### src/rtl/inst_decode_pipe.sv
`default_nettype none
// ============================================================================
// Module   : inst_decode_pipe
// Purpose  : Flow-controlled PE instruction decoder with a 2-entry skid
//            buffer. Splits the instruction word into fn and the destination
//            and source (name,index) operand fields, with a valid bit for
//            each operand.
// Options  : INST_DECODE_HAZARD_EN - when defined, the block records the
//            destination set of the last handed-off instruction. It raises
//            a RAW hazard flag against that set.
// Revision : 1.0 - initial release
// ============================================================================
module inst_decode_pipe #(
  parameter int DEST_NUM  = 3,
  parameter int SRC_NUM   = 3,
  parameter int FN_LEN    = 3,
  parameter int NAME_LEN  = 3,
  parameter int INDEX_LEN = 8,
  parameter int CNT_LEN   = 16,
  parameter int INST_LEN  = FN_LEN + (DEST_NUM + SRC_NUM) * (NAME_LEN + INDEX_LEN)
) (
  input  logic                          clk,
  input  logic                          rstn,
  input  logic                          flush,
  input  logic [INST_LEN-1:0]           in_inst,
  input  logic                          in_valid,
  output logic                          in_ready,
  output logic                          out_valid,
  input  logic                          out_ready,
  output logic [FN_LEN-1:0]             fn,
  output logic [DEST_NUM*NAME_LEN-1:0]  dest_name,
  output logic [DEST_NUM*INDEX_LEN-1:0] dest_index,
  output logic [DEST_NUM-1:0]           dest_v,
  output logic [SRC_NUM*NAME_LEN-1:0]   src_name,
  output logic [SRC_NUM*INDEX_LEN-1:0]  src_index,
  output logic [SRC_NUM-1:0]            src_v,
  output logic                          hazard,
  output logic [CNT_LEN-1:0]            inst_count
);

  localparam int OP_LEN = NAME_LEN + INDEX_LEN;

  localparam logic [1:0] S_EMPTY = 2'd0;
  localparam logic [1:0] S_ONE   = 2'd1;
  localparam logic [1:0] S_TWO   = 2'd2;

  logic [1:0]          r_state;
  logic [1:0]          w_state_next;
  logic [INST_LEN-1:0] r_head;
  logic [INST_LEN-1:0] r_skid;
  logic [CNT_LEN-1:0]  r_count;

  logic w_push;
  logic w_pop;
  logic w_load_head_in;
  logic w_load_head_skid;
  logic w_load_skid;

  // Unmasked fields of the head entry
  logic [FN_LEN-1:0]             w_fn_raw;
  logic [DEST_NUM*NAME_LEN-1:0]  w_dest_name_raw;
  logic [DEST_NUM*INDEX_LEN-1:0] w_dest_index_raw;
  logic [DEST_NUM-1:0]           w_dest_v_raw;
  logic [SRC_NUM*NAME_LEN-1:0]   w_src_name_raw;
  logic [SRC_NUM*INDEX_LEN-1:0]  w_src_index_raw;
  logic [SRC_NUM-1:0]            w_src_v_raw;

  assign w_push = in_valid & in_ready;
  assign w_pop  = out_valid & out_ready;

  // State register: occupancy of the head/skid pair
  always_ff @(posedge clk or negedge rstn) begin
    if (!rstn) begin
      r_state <= S_EMPTY;
    end else begin
      r_state <= w_state_next;
    end
  end

  // Next-state logic; flush overrides any concurrent push/pop
  always_comb begin
    w_state_next = r_state;
    case (r_state)
      S_EMPTY: if (w_push) w_state_next = S_ONE;
      S_ONE: begin
        if (w_push && !w_pop)      w_state_next = S_TWO;
        else if (w_pop && !w_push) w_state_next = S_EMPTY;
      end
      S_TWO:   if (w_pop) w_state_next = S_ONE;
      default: w_state_next = S_EMPTY;
    endcase
    if (flush) w_state_next = S_EMPTY;
  end

  // Handshake outputs decoded from the state register only (no comb paths from inputs)
  always_comb begin
    out_valid = (r_state == S_ONE) || (r_state == S_TWO);
    in_ready  = (r_state != S_TWO);
  end

  // Push lands in the head when it is (or is becoming) free, otherwise in the skid
  assign w_load_head_in   = w_push & ((r_state == S_EMPTY) | ((r_state == S_ONE) & w_pop));
  assign w_load_skid      = w_push & (r_state == S_ONE) & ~w_pop;
  assign w_load_head_skid = w_pop & (r_state == S_TWO);

  // Entry storage; contents behind an empty state are don't-care because outputs are masked
  always_ff @(posedge clk or negedge rstn) begin
    if (!rstn) begin
      r_head <= '0;
      r_skid <= '0;
    end else begin
      if (w_load_head_in)        r_head <= in_inst;
      else if (w_load_head_skid) r_head <= r_skid;
      if (w_load_skid)           r_skid <= in_inst;
    end
  end

  // Handoff counter; a pop in the same cycle as flush still counts
  always_ff @(posedge clk or negedge rstn) begin
    if (!rstn) begin
      r_count <= '0;
    end else if (w_pop) begin
      r_count <= r_count + 1'b1;
    end
  end

  assign inst_count = r_count;
  assign w_fn_raw   = r_head[INST_LEN-1 -: FN_LEN];

  // Destination i sits just below fn, dest0 highest
  for (genvar i = 0; i < DEST_NUM; i++) begin : g_dest
    localparam int BASE = (SRC_NUM + DEST_NUM - 1 - i) * OP_LEN;
    assign w_dest_name_raw[i*NAME_LEN +: NAME_LEN]    = r_head[BASE+INDEX_LEN +: NAME_LEN];
    assign w_dest_index_raw[i*INDEX_LEN +: INDEX_LEN] = r_head[BASE +: INDEX_LEN];
    assign w_dest_v_raw[i] = |r_head[BASE+INDEX_LEN +: NAME_LEN];
  end

  // Source j below the destinations, src0 highest
  for (genvar j = 0; j < SRC_NUM; j++) begin : g_src
    localparam int BASE = (SRC_NUM - 1 - j) * OP_LEN;
    assign w_src_name_raw[j*NAME_LEN +: NAME_LEN]    = r_head[BASE+INDEX_LEN +: NAME_LEN];
    assign w_src_index_raw[j*INDEX_LEN +: INDEX_LEN] = r_head[BASE +: INDEX_LEN];
    assign w_src_v_raw[j] = |r_head[BASE+INDEX_LEN +: NAME_LEN];
  end

  assign fn         = w_fn_raw         & {FN_LEN{out_valid}};
  assign dest_name  = w_dest_name_raw  & {(DEST_NUM*NAME_LEN){out_valid}};
  assign dest_index = w_dest_index_raw & {(DEST_NUM*INDEX_LEN){out_valid}};
  assign dest_v     = w_dest_v_raw     & {DEST_NUM{out_valid}};
  assign src_name   = w_src_name_raw   & {(SRC_NUM*NAME_LEN){out_valid}};
  assign src_index  = w_src_index_raw  & {(SRC_NUM*INDEX_LEN){out_valid}};
  assign src_v      = w_src_v_raw      & {SRC_NUM{out_valid}};

`ifdef INST_DECODE_HAZARD_EN
  logic [DEST_NUM*NAME_LEN-1:0]  r_hist_name;
  logic [DEST_NUM*INDEX_LEN-1:0] r_hist_index;
  logic [DEST_NUM-1:0]           r_hist_v;
  logic [SRC_NUM*DEST_NUM-1:0]   w_hit;

  // History follows the head: it is updated on the same edge as the head,
  // so the flag is a pure function of registered state.
  always_ff @(posedge clk or negedge rstn) begin
    if (!rstn) begin
      r_hist_name  <= '0;
      r_hist_index <= '0;
      r_hist_v     <= '0;
    end else if (flush) begin
      r_hist_name  <= '0;
      r_hist_index <= '0;
      r_hist_v     <= '0;
    end else if (w_pop) begin
      r_hist_name  <= w_dest_name_raw;
      r_hist_index <= w_dest_index_raw;
      r_hist_v     <= w_dest_v_raw;
    end
  end

  for (genvar j = 0; j < SRC_NUM; j++) begin : g_hz_src
    for (genvar i = 0; i < DEST_NUM; i++) begin : g_hz_dest
      assign w_hit[j*DEST_NUM+i] = w_src_v_raw[j] & r_hist_v[i]
        & (w_src_name_raw[j*NAME_LEN +: NAME_LEN] == r_hist_name[i*NAME_LEN +: NAME_LEN])
        & (w_src_index_raw[j*INDEX_LEN +: INDEX_LEN] == r_hist_index[i*INDEX_LEN +: INDEX_LEN]);
    end
  end

  assign hazard = out_valid & (|w_hit);
`else
  assign hazard = 1'b0;
`endif

endmodule
`default_nettype wire

### config.mk
export PLATFORM = sky130hd
export DESIGN_NAME = inst_decode_pipe
export DESIGN_NICKNAME = d
export VERILOG_FILES = /design/src/rtl/inst_decode_pipe.sv
export SDC_FILE = /design/constraint.sdc
export NUM_CORES = 1
export LEC_CHECK = 0
export ABC_AREA = 0
export CORE_ASPECT_RATIO = 0.75
export CORE_UTILIZATION = 43
export CTS_BUF_LIST = sky130_fd_sc_hd__clkbuf_8
export CTS_CLUSTER_SIZE = 10
export DETAILED_ROUTE_END_ITERATION = 12
export GPL_TIMING_DRIVEN = 0
export PLACE_DENSITY = 0.81
export SLEW_MARGIN = 20
export SYNTH_ARGS = -nofsm -noshare
export SYNTH_HDL_FRONTEND = slang
export SYNTH_SLANG_ARGS = --single-unit
### constraint.sdc
create_clock -name clk -period 2.2 [get_ports clk]
set_clock_uncertainty 0.15 [all_clocks]
set_input_delay 0.66 -clock clk [delete_from_list [all_inputs] [get_ports clk]]
set_output_delay 0.66 -clock clk [all_outputs]
set_load 0.005 [all_outputs]
==> results_dict.tcl <==
set metrics [dict create \
    status "complete, but fails checks" \
    violations "negative setup slack" \
    drc_errors 0 \
    cellLeakagePower_nw 5.41 \
    final_antenna_net_count 0 \
    clk_latency_ns 0.45 \
    die_h_um 113 \
    synthDistinctLibCells 33 \
    crit_arrival_ns 2.10 \
    rsz0062_at_grt "yes" \
    dp_hpwl_mm 11.8 \
    synth_xor_area_share_pct 1.85 \
    cp_slowest_cell "dfrtp_1" \
    clock_path_buffers 2 \
    crit_buf_inv 4 \
    end_kind "output pin" \
    final_nets 952 \
    crit_end "dest_v[0]" \
    max_slew_margin_pct 58.8 \
    routed_wl_mm 21.0 \
    port_buffers 166 \
    drive_above_1_share_pct 46.5 \
    cts_root_buf "clkbuf_8" \
    ys_seq_elements 156 \
    grt_pass1_wl_mm 30.9 \
    hp-class "primary input to async pin" \
    maxCapViolCount 0 \
    syn_area_per_cell_um2 11.6 \
    yosys.area_share.simple_pct 16.5 \
    die_area_um2 17000 \
    layout_common_cells "155 x dfrtp_1, 127 x nand2_1, 92 x buf_6" \
    layout.cells.non_filler 1096 \
    die-width_um 150 \
    worstPathRequired_ns 1.39 \
    timing.rr.end "r_head[25]$_DFFE_PN0P_" \
    finalCritPeriodShare_pct 132 \
    reg2reg_from "r_state[0]$_DFFE_PN0P_" \
    cts_made_buffers 17 \
    synth_edf_count 0 \
    gr-total-overflow 0 \
    synth_top_family_by_area "simple AND/OR/NAND/NOR gates" \
    synth_compound_area_share_pct 7.95 \
    core_area_um2 16100 \
    dr.pass1.iters 5 \
    layout_commonest_cell "dfrtp_1" \
    area_growth_pct 60.5 \
    slew_viol_final 0 \
    worst_slack_ns -0.710 \
    grt_max_degree 81 \
    drt_iter0_markers 315 \
    critPathLaunchType "flop" \
    synth_top_area_share_pct 55.0 \
    synth_ff_type "dfrtp_1" \
    worstSetupStartpoint "r_state[0]$_DFFE_PN0P_" \
    place_congestion 0.736 \
    initial_core_util_pct 44.2 \
    worst-path-max-fanout 8 \
    final-setup-viol-count 209 \
    antenna_found_initial 0 \
    dp_cells 990 \
    path_clk_slew_ns 0.08 \
    synthArstFlopShare_pct 100 \
    synthAdderAreaFrac_pct 0.881 \
    synth_cells 613 \
    holdWs_ns 0.00986 \
    wl_per_cell_um 19.1 \
    via_per_inst 5.31 \
    ir_drop_mv 0.742 \
    worstPathCellList "inv_2 -> ha_4 -> buf_12 -> clkbuf_16 -> and2_4 -> or3_1 -> buf_2" \
    cp_top_family "buffers and inverters" \
    yosysTopAreaCell "dfrtp_1" \
    crit_type "flop to output pin" \
    synthesis.nets 692 \
    grt_pass1_vias 5716 \
    vias 5823 \
    synth.top_cells.by_area "dfrtp_1 55%, mux2_4 13%, nand2_1 7.5%" \
    rrSetupSlack_ns -0.17 \
    diodes 0 \
    grtUsageTotal_pct 24.1 \
    fin_crit_ns 2.91 \
    clock.fmax_mhz 344 \
    synthMuxAreaShare_pct 14.3 \
    slowest_delay_ns 0.41 \
    power_density_nw_per_um2 1420 \
    synth_warnings 0 \
    hold_buffers 0 \
    crit_cells 7 \
    pin_count 168 \
    finalHoldViolations 0 \
    num_rows 40 \
    seq_area_frac_synth_pct 55.0 \
    tritoncts "done" \
    cts-htree-levels 4 \
    tightestPinTransition_ns 0.618 \
    synth_area_um2 7100 \
    r2r_cells 12 \
    cts_sinks 156 \
]
==> synth_stat cells, types with 2 or more instances <==
cell and instances:
or3_1 7, o31ai_1 2, buf_2 10, and4_1 2
ha_1 5, clkbuf_1 17, nand3_1 10, buf_4 3
nor2_1 7, mux2_1 9, nand4_1 2, buf_6 8
xor2_1 3, xnor2_1 12, dfrtp_1 156, mux2_4 60
nand2_1 142, a22oi_1 69, and2_1 71, inv_1 5
==> cell type report <==
cell class	count	area, µm²
Buffer	37	556
Clock buffer	22	303
Clock inverter	10	90.1
Fill cell	1069	4670
Inverter	5	18.8
Multi-Input combinational cell	413	3420
Sequential cell	156	3910
Tap cell	210	263
Timing Repair Buffer	243	2840
==> power breakdown <==
group	total, mW	leakage, nW	internal, mW	switching [mW]
Combinational	8.99	3.30	5.69	3.30
Clock	2.15	0.202	1.04	1.11
Sequential	5.06	1.90	4.21	0.851
Total	16.2	5.41	10.9	5.26
==> sequential cells by signal, indices dropped and copies added (netlist names) <==
signal	flops
r_head	69
r_state	2
inst_count	16
r_skid	69
==> stage by stage <==
stage / TNS, ns / setup slack, ns / power (mW) / util (%) / instance area, µm²
after floorplan: -0.280 / -0.0629 / 8.12 / - / 7150
after detailed placement: -116.18 / -0.821 / 10.6 / 56.7 / 9110
after global placement: -1046.88 / -6.00 / 10.4 / 56.5 / 9070
final: -49.46 / -0.710 / 16.2 / 71.0 / 11400
after global routing: -65.69 / -0.791 / 17.1 / 71.0 / 11400
after CTS: -41.54 / -0.696 / 14.9 / 66.6 / 10700
==> layer usage <==
layer / vias to the layer above / wire length, µm / share of wire, % / track usage [%]
met1: 2960 / 9290 / 44 / 33.7
met5: - / 0 / 0 / 0
met4: 0 / 277 / 1.3 / 6.46
met3: 30 / 1440 / 6.9 / 6.65
met2: 219 / 9940 / 47 / 36.8
li1: 2614 / - / - / -
==> what timing repair did <==
item                       CTS  global route
gates resized for setup    499           131
pin swaps                   12            40
buffers inserted            43            16
cloned                      11             9
setup endpoints to repair  162           231
==> logic make-up (layout without fill, tap and decap cells) <==
| family | count (synthesis) | in the layout |
|---|---|---|
| compound gates | 74 | 74 |
| xor+xnor | 15 | 15 |
| fa+ha+maj | 5 | 5 |
| buf+inv | 44 | 317 |
| flops | 156 | 156 |
| mux | 70 | 70 |
| other cells | 1 | 1 |
| simple gates | 248 | 248 |
==> worst register-to-register path: stages (launching register included) <==
cell and delay (ns):
dfrtp_1 0.41, inv_2 0.09, ha_4 0.21, buf_12 0.15, buf_6 0.13, buf_6 0.11
buf_6 0.11, a31oi_4 0.20, nor2_4 0.13, buf_6 0.17, clkbuf_16 0.16, a22oi_2 0.16
nand2_1 0.08
==> how the worst min path moves through the flow <==
stage,from,endpoint,slack (ns)
5_1_grt,rstn,r_head[34]$_DFFE_PN0P_,0.03
4_1_cts,rstn,r_head[34]$_DFFE_PN0P_,0.03
3_3_place_gp,r_head[67]$_DFFE_PN0P_,r_head[67]$_DFFE_PN0P_,0.30
3_5_place_dp,r_head[16]$_DFFE_PN0P_,r_head[16]$_DFFE_PN0P_,0.30
2_1_floorplan,rstn,inst_count[0]$_DFFE_PN0P_,0.21
6_report,rstn,r_head[34]$_DFFE_PN0P_,0.01
Note: power is estimated with default switching activity, not from simulation.
